**src/rtl/uart_rx_fifo_if.sv**
```systemverilog
// Bundle between the UART receive buffer and its neighbours: the UART data
// register on one side, the CPU/MMIO consumer on the other, plus status/irq.
//
// Handshake: out_valid is high whenever the head byte in out_data is
// meaningful; a byte is transferred on a rising clk edge where
// out_valid && out_ready are both high (and no flush is requested).
// out_valid never depends on out_ready, and out_data is stable while
// out_valid is high and no transfer occurs. On the UART side, uart_dat_re is
// a single-cycle read strobe: the UART drops its byte at that same edge.
interface uart_rx_fifo_if #(
  parameter int DEPTH = 16
);
  localparam int LVL_W = $clog2(DEPTH) + 1;

  logic [31:0]      uart_dat_do;
  logic             uart_dat_re;
  logic             flush;
  logic             out_valid;
  logic             out_ready;
  logic [7:0]       out_data;
  logic [LVL_W-1:0] level;
  logic             almost_full;
  logic             idle_timeout;
  logic             irq;

  // Environment side: drives the UART data word, flush and the consumer ready.
  modport master (
    output uart_dat_do,
    output flush,
    output out_ready,
    input  uart_dat_re,
    input  out_valid,
    input  out_data,
    input  level,
    input  almost_full,
    input  idle_timeout,
    input  irq
  );

  // Buffer side: the uart_rx_fifo block itself.
  modport slave (
    input  uart_dat_do,
    input  flush,
    input  out_ready,
    output uart_dat_re,
    output out_valid,
    output out_data,
    output level,
    output almost_full,
    output idle_timeout,
    output irq
  );
endinterface

```
**src/rtl/uart_rx_fifo.sv**
```systemverilog
// Receive-side buffer behind the simple UART data register. Drains each byte
// the UART holds, keeps up to DEPTH bytes in a first-word-fall-through FIFO,
// and raises irq on a fill level or when the line has gone idle with data
// still waiting.
module uart_rx_fifo #(
  parameter int DEPTH        = 16,
  parameter int IRQ_LEVEL    = 8,
  parameter int IDLE_TIMEOUT = 1024
) (
  input  logic          clk,
  input  logic          reset,
  uart_rx_fifo_if.slave bus
);

  localparam int PTR_W  = $clog2(DEPTH);
  localparam int LVL_W  = PTR_W + 1;
  localparam int IDLE_W = (IDLE_TIMEOUT > 0) ? $clog2(IDLE_TIMEOUT + 1) : 1;

  localparam logic [LVL_W-1:0]  LVL_FULL = LVL_W'(DEPTH);
  localparam logic [LVL_W-1:0]  LVL_IRQ  = LVL_W'(IRQ_LEVEL);
  localparam logic [IDLE_W-1:0] IDLE_MAX = IDLE_W'(IDLE_TIMEOUT);

  // Storage and state. The array has no reset: out_data is meaningless while
  // the FIFO is empty, so stale bytes are harmless.
  logic [7:0]        r_mem [DEPTH];
  logic [PTR_W-1:0]  r_wr_ptr;
  logic [PTR_W-1:0]  r_rd_ptr;
  logic [LVL_W-1:0]  r_level;
  logic [IDLE_W-1:0] r_idle_cnt;

  logic w_full;
  logic w_empty;
  logic w_push;
  logic w_pop;
  logic w_idle_hit;
  logic w_unused_bits;

  // Bits 30:8 of the UART data word carry nothing this block needs.
  assign w_unused_bits = ^bus.uart_dat_do[30:8];

  // Occupancy flags and transfer qualifiers. Fullness uses the registered
  // level, so a byte is never accepted at a full edge even if the consumer
  // frees a slot in the same cycle. Flush suppresses both directions so the
  // pending UART byte stays in the UART.
  always_comb begin
    w_full  = (r_level == LVL_FULL);
    w_empty = (r_level == '0);
    w_push  = !reset && !bus.flush && !bus.uart_dat_do[31] && !w_full;
    w_pop   = !w_empty && bus.out_ready && !bus.flush;
  end

  // Byte capture at the write pointer whenever the UART is strobed.
  always_ff @(posedge clk) begin
    if (w_push) begin
      r_mem[r_wr_ptr] <= bus.uart_dat_do[7:0];
    end
  end

  // Pointers and level; pointers wrap naturally at DEPTH since it is a power of 2.
  always_ff @(posedge clk) begin
    if (reset || bus.flush) begin
      r_wr_ptr <= '0;
      r_rd_ptr <= '0;
      r_level  <= '0;
    end else begin
      if (w_push) begin
        r_wr_ptr <= r_wr_ptr + 1'b1;
      end
      if (w_pop) begin
        r_rd_ptr <= r_rd_ptr + 1'b1;
      end
      case ({w_push, w_pop})
        2'b10:   r_level <= r_level + 1'b1;
        2'b01:   r_level <= r_level - 1'b1;
        default: r_level <= r_level;
      endcase
    end
  end

  // Idle counter: counts cycles spent non-empty without any traffic and
  // saturates at IDLE_TIMEOUT so the idle condition stays asserted.
  always_ff @(posedge clk) begin
    if (reset || bus.flush) begin
      r_idle_cnt <= '0;
    end else if (w_empty || w_push || w_pop) begin
      r_idle_cnt <= '0;
    end else if (r_idle_cnt != IDLE_MAX) begin
      r_idle_cnt <= r_idle_cnt + 1'b1;
    end
  end

  // Idle detection is disabled entirely when IDLE_TIMEOUT is zero.
  always_comb begin
    w_idle_hit = (IDLE_TIMEOUT != 0) && (r_idle_cnt == IDLE_MAX) && !w_empty;
  end

  // Outputs: status is derived only from registered state, so it changes
  // only at clock edges.
  assign bus.uart_dat_re  = w_push;
  assign bus.out_valid    = !w_empty;
  assign bus.out_data     = r_mem[r_rd_ptr];
  assign bus.level        = r_level;
  assign bus.almost_full  = (r_level >= LVL_IRQ);
  assign bus.idle_timeout = w_idle_hit;
  assign bus.irq          = (r_level >= LVL_IRQ) || w_idle_hit;

endmodule

```
**src/flat_wrapper.sv**
```systemverilog
// flat-port wrapper written by rule: the top's interface ports become plain ports
module uart_rx_fifo_flat 
#(
  parameter int DEPTH        = 16,
  parameter int IRQ_LEVEL    = 8,
  parameter int IDLE_TIMEOUT = 1024
)
  (clk, reset, bus_uart_dat_do, bus_flush, bus_out_ready, bus_uart_dat_re, bus_out_valid, bus_out_data, bus_level, bus_almost_full, bus_idle_timeout, bus_irq);
  uart_rx_fifo_if #(.DEPTH(DEPTH)) bus_i ();
  input  logic clk;
  input  logic reset;
  input wire logic [$bits(bus_i.uart_dat_do)-1:0] bus_uart_dat_do;
  input wire logic [$bits(bus_i.flush)-1:0] bus_flush;
  input wire logic [$bits(bus_i.out_ready)-1:0] bus_out_ready;
  output wire logic [$bits(bus_i.uart_dat_re)-1:0] bus_uart_dat_re;
  output wire logic [$bits(bus_i.out_valid)-1:0] bus_out_valid;
  output wire logic [$bits(bus_i.out_data)-1:0] bus_out_data;
  output wire logic [$bits(bus_i.level)-1:0] bus_level;
  output wire logic [$bits(bus_i.almost_full)-1:0] bus_almost_full;
  output wire logic [$bits(bus_i.idle_timeout)-1:0] bus_idle_timeout;
  output wire logic [$bits(bus_i.irq)-1:0] bus_irq;
  assign bus_i.uart_dat_do = bus_uart_dat_do;
  assign bus_i.flush = bus_flush;
  assign bus_i.out_ready = bus_out_ready;
  assign bus_uart_dat_re = bus_i.uart_dat_re;
  assign bus_out_valid = bus_i.out_valid;
  assign bus_out_data = bus_i.out_data;
  assign bus_level = bus_i.level;
  assign bus_almost_full = bus_i.almost_full;
  assign bus_idle_timeout = bus_i.idle_timeout;
  assign bus_irq = bus_i.irq;
  uart_rx_fifo #(.DEPTH(DEPTH), .IRQ_LEVEL(IRQ_LEVEL), .IDLE_TIMEOUT(IDLE_TIMEOUT)) u_core (.clk(clk), .reset(reset), .bus(bus_i));
endmodule
```
**config.mk**
```make
export PLATFORM = sky130hd
export DESIGN_NAME = uart_rx_fifo_flat
export DESIGN_NICKNAME = d
export VERILOG_FILES = /design/src/rtl/uart_rx_fifo_if.sv /design/src/rtl/uart_rx_fifo.sv /design/src/flat_wrapper.sv
export SDC_FILE = /design/constraint.sdc
export NUM_CORES = 1
export LEC_CHECK = 0
export BUFFER_PORTS_ARGS = -buffer_cell sky130_fd_sc_hd__clkbuf_2
export CAP_MARGIN = 20
export CELL_PAD_IN_SITES_DETAIL_PLACEMENT = 1
export CELL_PAD_IN_SITES_GLOBAL_PLACEMENT = 2
export CORE_MARGIN = 3
export CORE_UTILIZATION = 35
export CTS_CLUSTER_DIAMETER = 50
export DETAILED_ROUTE_END_ITERATION = 12
export PLACE_DENSITY = 0.64
export SYNTH_ARGS = -nofsm -noshare
export SYNTH_HDL_FRONTEND = slang
export SYNTH_SLANG_ARGS = --single-unit
```
**constraint.sdc**
```tcl
create_clock -name clk -period 3.45 [get_ports clk]
set_clock_uncertainty 0.2 [all_clocks]
set_input_delay 0.5175 -clock clk [delete_from_list [all_inputs] [get_ports clk]]
set_output_delay 0.5175 -clock clk [all_outputs]
set_load 0.005 [all_outputs]
```
==> results.md <==
- DP Wirelength: 8860 um
- P&R area growth vs syn: 17.8%
- Standard-cell row count: 48
- Hold WS: 0.298 ns
- R2r setup slk: 0.38 ns
- CP Max Fanout: 11
- Worst EP arrival: 3.23 ns
- Yosys warns: 0
- Average size of a mapped cell: 16.5 um^2
- Antenna violations before repair: 0
- 1st-iter DRT viols: 162
- Worst reg2reg startpoint: u_core.bus.level[2]
- Drt wl/cell: 19.8 um
- Fin. Hold Viols: 0
- Final period utilization: 89.1%
- Main synth FF type: edfxtp_1
- Final core utilization: 42.7%
- Startpoint types: flip-flop
- GR Overflow Total: 0
- Crit path capture: u_core.bus.level[2]
- Reg2Reg Depth: 10
- Crit Path Category: flip-flop to flip-flop
- Final setup vio count: 0
- Crit end category: flip-flop
- Htree depth: 4
- Tmin final: 3.07 ns
- DR vias: 3435
- Die Y: 141 um
- Placer Congestion: 0.739
- Syn nets: 433
- Largest cells by area after synthesis: edfxtp_1, mux4_2, dfxtp_1, nor2_1, ha_1
- DP Cell Count: 644
- Sink Count: 156
- Initial Util: 36.3%
- Slew margin rel.: 47.0%
- Post-synthesis sequential area ratio: 69.0%
- Yosys reg bits: 156
- Post-synth EDFFs: 128
- Drt total wl: 13400 um
- Layout cells sized above 1: 28.2%
- DR vias/cell: 5.08
- Root Buffer: clkbuf_16
- Synth unique cells: 48
- Max Root-Sink Buffers: 2
- Gates resized, CTS repair: 0
- Detailed Routing Iterations Pass 1: 4
- # hold bufs at CTS: 0
- Post-synth top area share: 60.2%
- Actual slew at the worst max-slew pin: 0.793 ns
- DRC viols: 0
- CP Data Required Time: 3.61 ns
- Yosys top cell by area: edfxtp_1
- VDD IR-drop max: 0.386 mV
- Unrepaired setup endpoints after global routing: false
- Setup Fix Bufs, Post-CTS: 0
- Reg-to-Reg End: u_core.bus.level[2]
- Leakage: 2.51 nW
- Placed inst area: 0.00691 mm^2
- Most frequent cells in the layout: edfxtp_1, nor2_1, mux4_2
- First-pass GRT wire length: 21700 um
- Fin cells: 676
- Status: complete, no violations
- Cells after Synth: 386
- Core Region: 0.0176 mm^2
- Die area: 0.0199 mm^2
- Min-delay worst type: input port to flip-flop
- Total GRT Usage: 14.6%
- Non-Filler Cell Area, Final: 0.00752 mm^2
- Slew Viols, Final: 0
- Antenna-violating nets left: 0
- Post-layout net count: 485
- Peak Freq: 0.325 GHz
- Clock latency on the worst-skew pair: 0.42 ns
- CTS tree: yes
- Ys async rst share: 0%
- Clock transition at the registers of the reported paths: 0.06 ns
- I/O Buffers: 30
- Largest net degree at the start of global routing: 33
- Synthesized area: 0.00638 mm^2
- Setup TNS: 0 ns
- Worst setup path startpoint: u_core.bus.level[2]
- Maxcap violations: 0
- Vias in the first global route: 3836
- Most common cell after layout, fill and taps aside: edfxtp_1
- Die Wd: 141 um
- Antenna fix cells: 0
- Total CTS buffers: 17
- PwrDens: 532 mW/mm^2
- Ports: 54
[worst min-delay path by stage]
stage / endpoint / slack [ns] / start / depth (start not counted)
after CTS: flip-flop / 0.29 / bus_flush / 4
after floorplan: u_core.r_idle_cnt[10] / 0.28 / u_core.r_idle_cnt[10] / 2
after detailed placement: u_core.r_idle_cnt[10] / 0.31 / u_core.r_idle_cnt[10] / 2
final: flip-flop / 0.30 / bus_flush / 4
after global routing: flip-flop / 0.31 / bus_flush / 4
after global placement: u_core.r_idle_cnt[10] / 0.31 / u_core.r_idle_cnt[10] / 2
[report_power, final]
group | internal (W) | total (W) | switching [W] | leakage [nW]
Combinational | 0.0000254 | 0.0000752 | 0.0000498 | 0.843
Clock | 0.00109 | 0.00188 | 0.000794 | 0.288
Sequential | 0.00204 | 0.00204 | 0.00000313 | 1.38
Total | 0.00315 | 0.00400 | 0.000847 | 2.51
[per-stage QoR]
| stage | power, W | setup slack, ns |
|---|---|---|
| after detailed placement | 0.00216 | 0.367 |
| after global placement | 0.00216 | 0.412 |
| after global routing | 0.00415 | 0.142 |
| after CTS | 0.00406 | 0.334 |
| after floorplan | 0.00211 | 0.324 |
| final | 0.00400 | 0.375 |
[layout make-up]
cell class / count / area, um^2
Clock buffer: 17 / 425
Fill cell: 1765 / 10100
Tap cell: 225 / 282
Clock inverter: 15 / 184
Inverter: 10 / 37.5
Timing Repair Buffer: 53 / 335
Sequential cell: 156 / 4410
Multi-Input combinational cell: 200 / 1850
[cell usage after synthesis (2+ instances only)]
library cell,number
nor4bb_1,2
mux4_2,32
a211oi_1,3
nor2b_1,2
and3_1,2
xor2_1,9
buf_2,5
clkbuf_1,10
nor3_1,4
nand2b_1,4
inv_1,10
or2_2,3
nand3_1,6
nand4_1,5
nand2_1,18
buf_1,4
nor2_1,37
o21ai_0,2
edfxtp_1,128
a21oi_1,5
nor4_1,3
ha_1,11
xnor2_1,9
nand4b_1,2
a22oi_1,16
dfxtp_1,28
a21o_1,2
mux2i_1,4
[worst max-delay path, stage by stage (launching register included)]
cell	delay (ns)
dfxtp_1	0.42
or4_4	0.57
o21ai_2	0.23
nor2_1	0.10
ha_1	0.31
xor2_1	0.19
ha_1	0.22
a21o_1	0.17
xnor2_1	0.13
or3_1	0.31
a21oi_1	0.14
[registers in the layout, summed over array words and instances (netlist names), named ones only]
signal / cells
u_core.r_mem: 128
u_core.r_idle_cnt: 11
u_core.r_rd_ptr: 4
u_core.r_wr_ptr: 4
u_core.bus.level: 5
[cells by family (layout without fill, tap and decap cells)]
family	count (synthesis)	in the layout	synth area share, %
flops	156	156	69.0
simple gates	99	99	8.16
compound gates	36	36	4.29
mux	36	36	11.9
buf+inv	30	95	1.98
xor+xnor	18	18	2.47
fa+ha+maj	11	11	2.16
[routing by layer]
metal / track usage [%] / vias to the layer above / part of all wire (%)
li1: - / 1612 / -
met1: 19.0 / 1748 / 43
met2: 23.9 / 65 / 51
met3: 3.77 / 10 / 4.5
met4: 4.95 / 0 / 1.2
met5: 0 / - / 0
(Power assumes the default switching activity.)
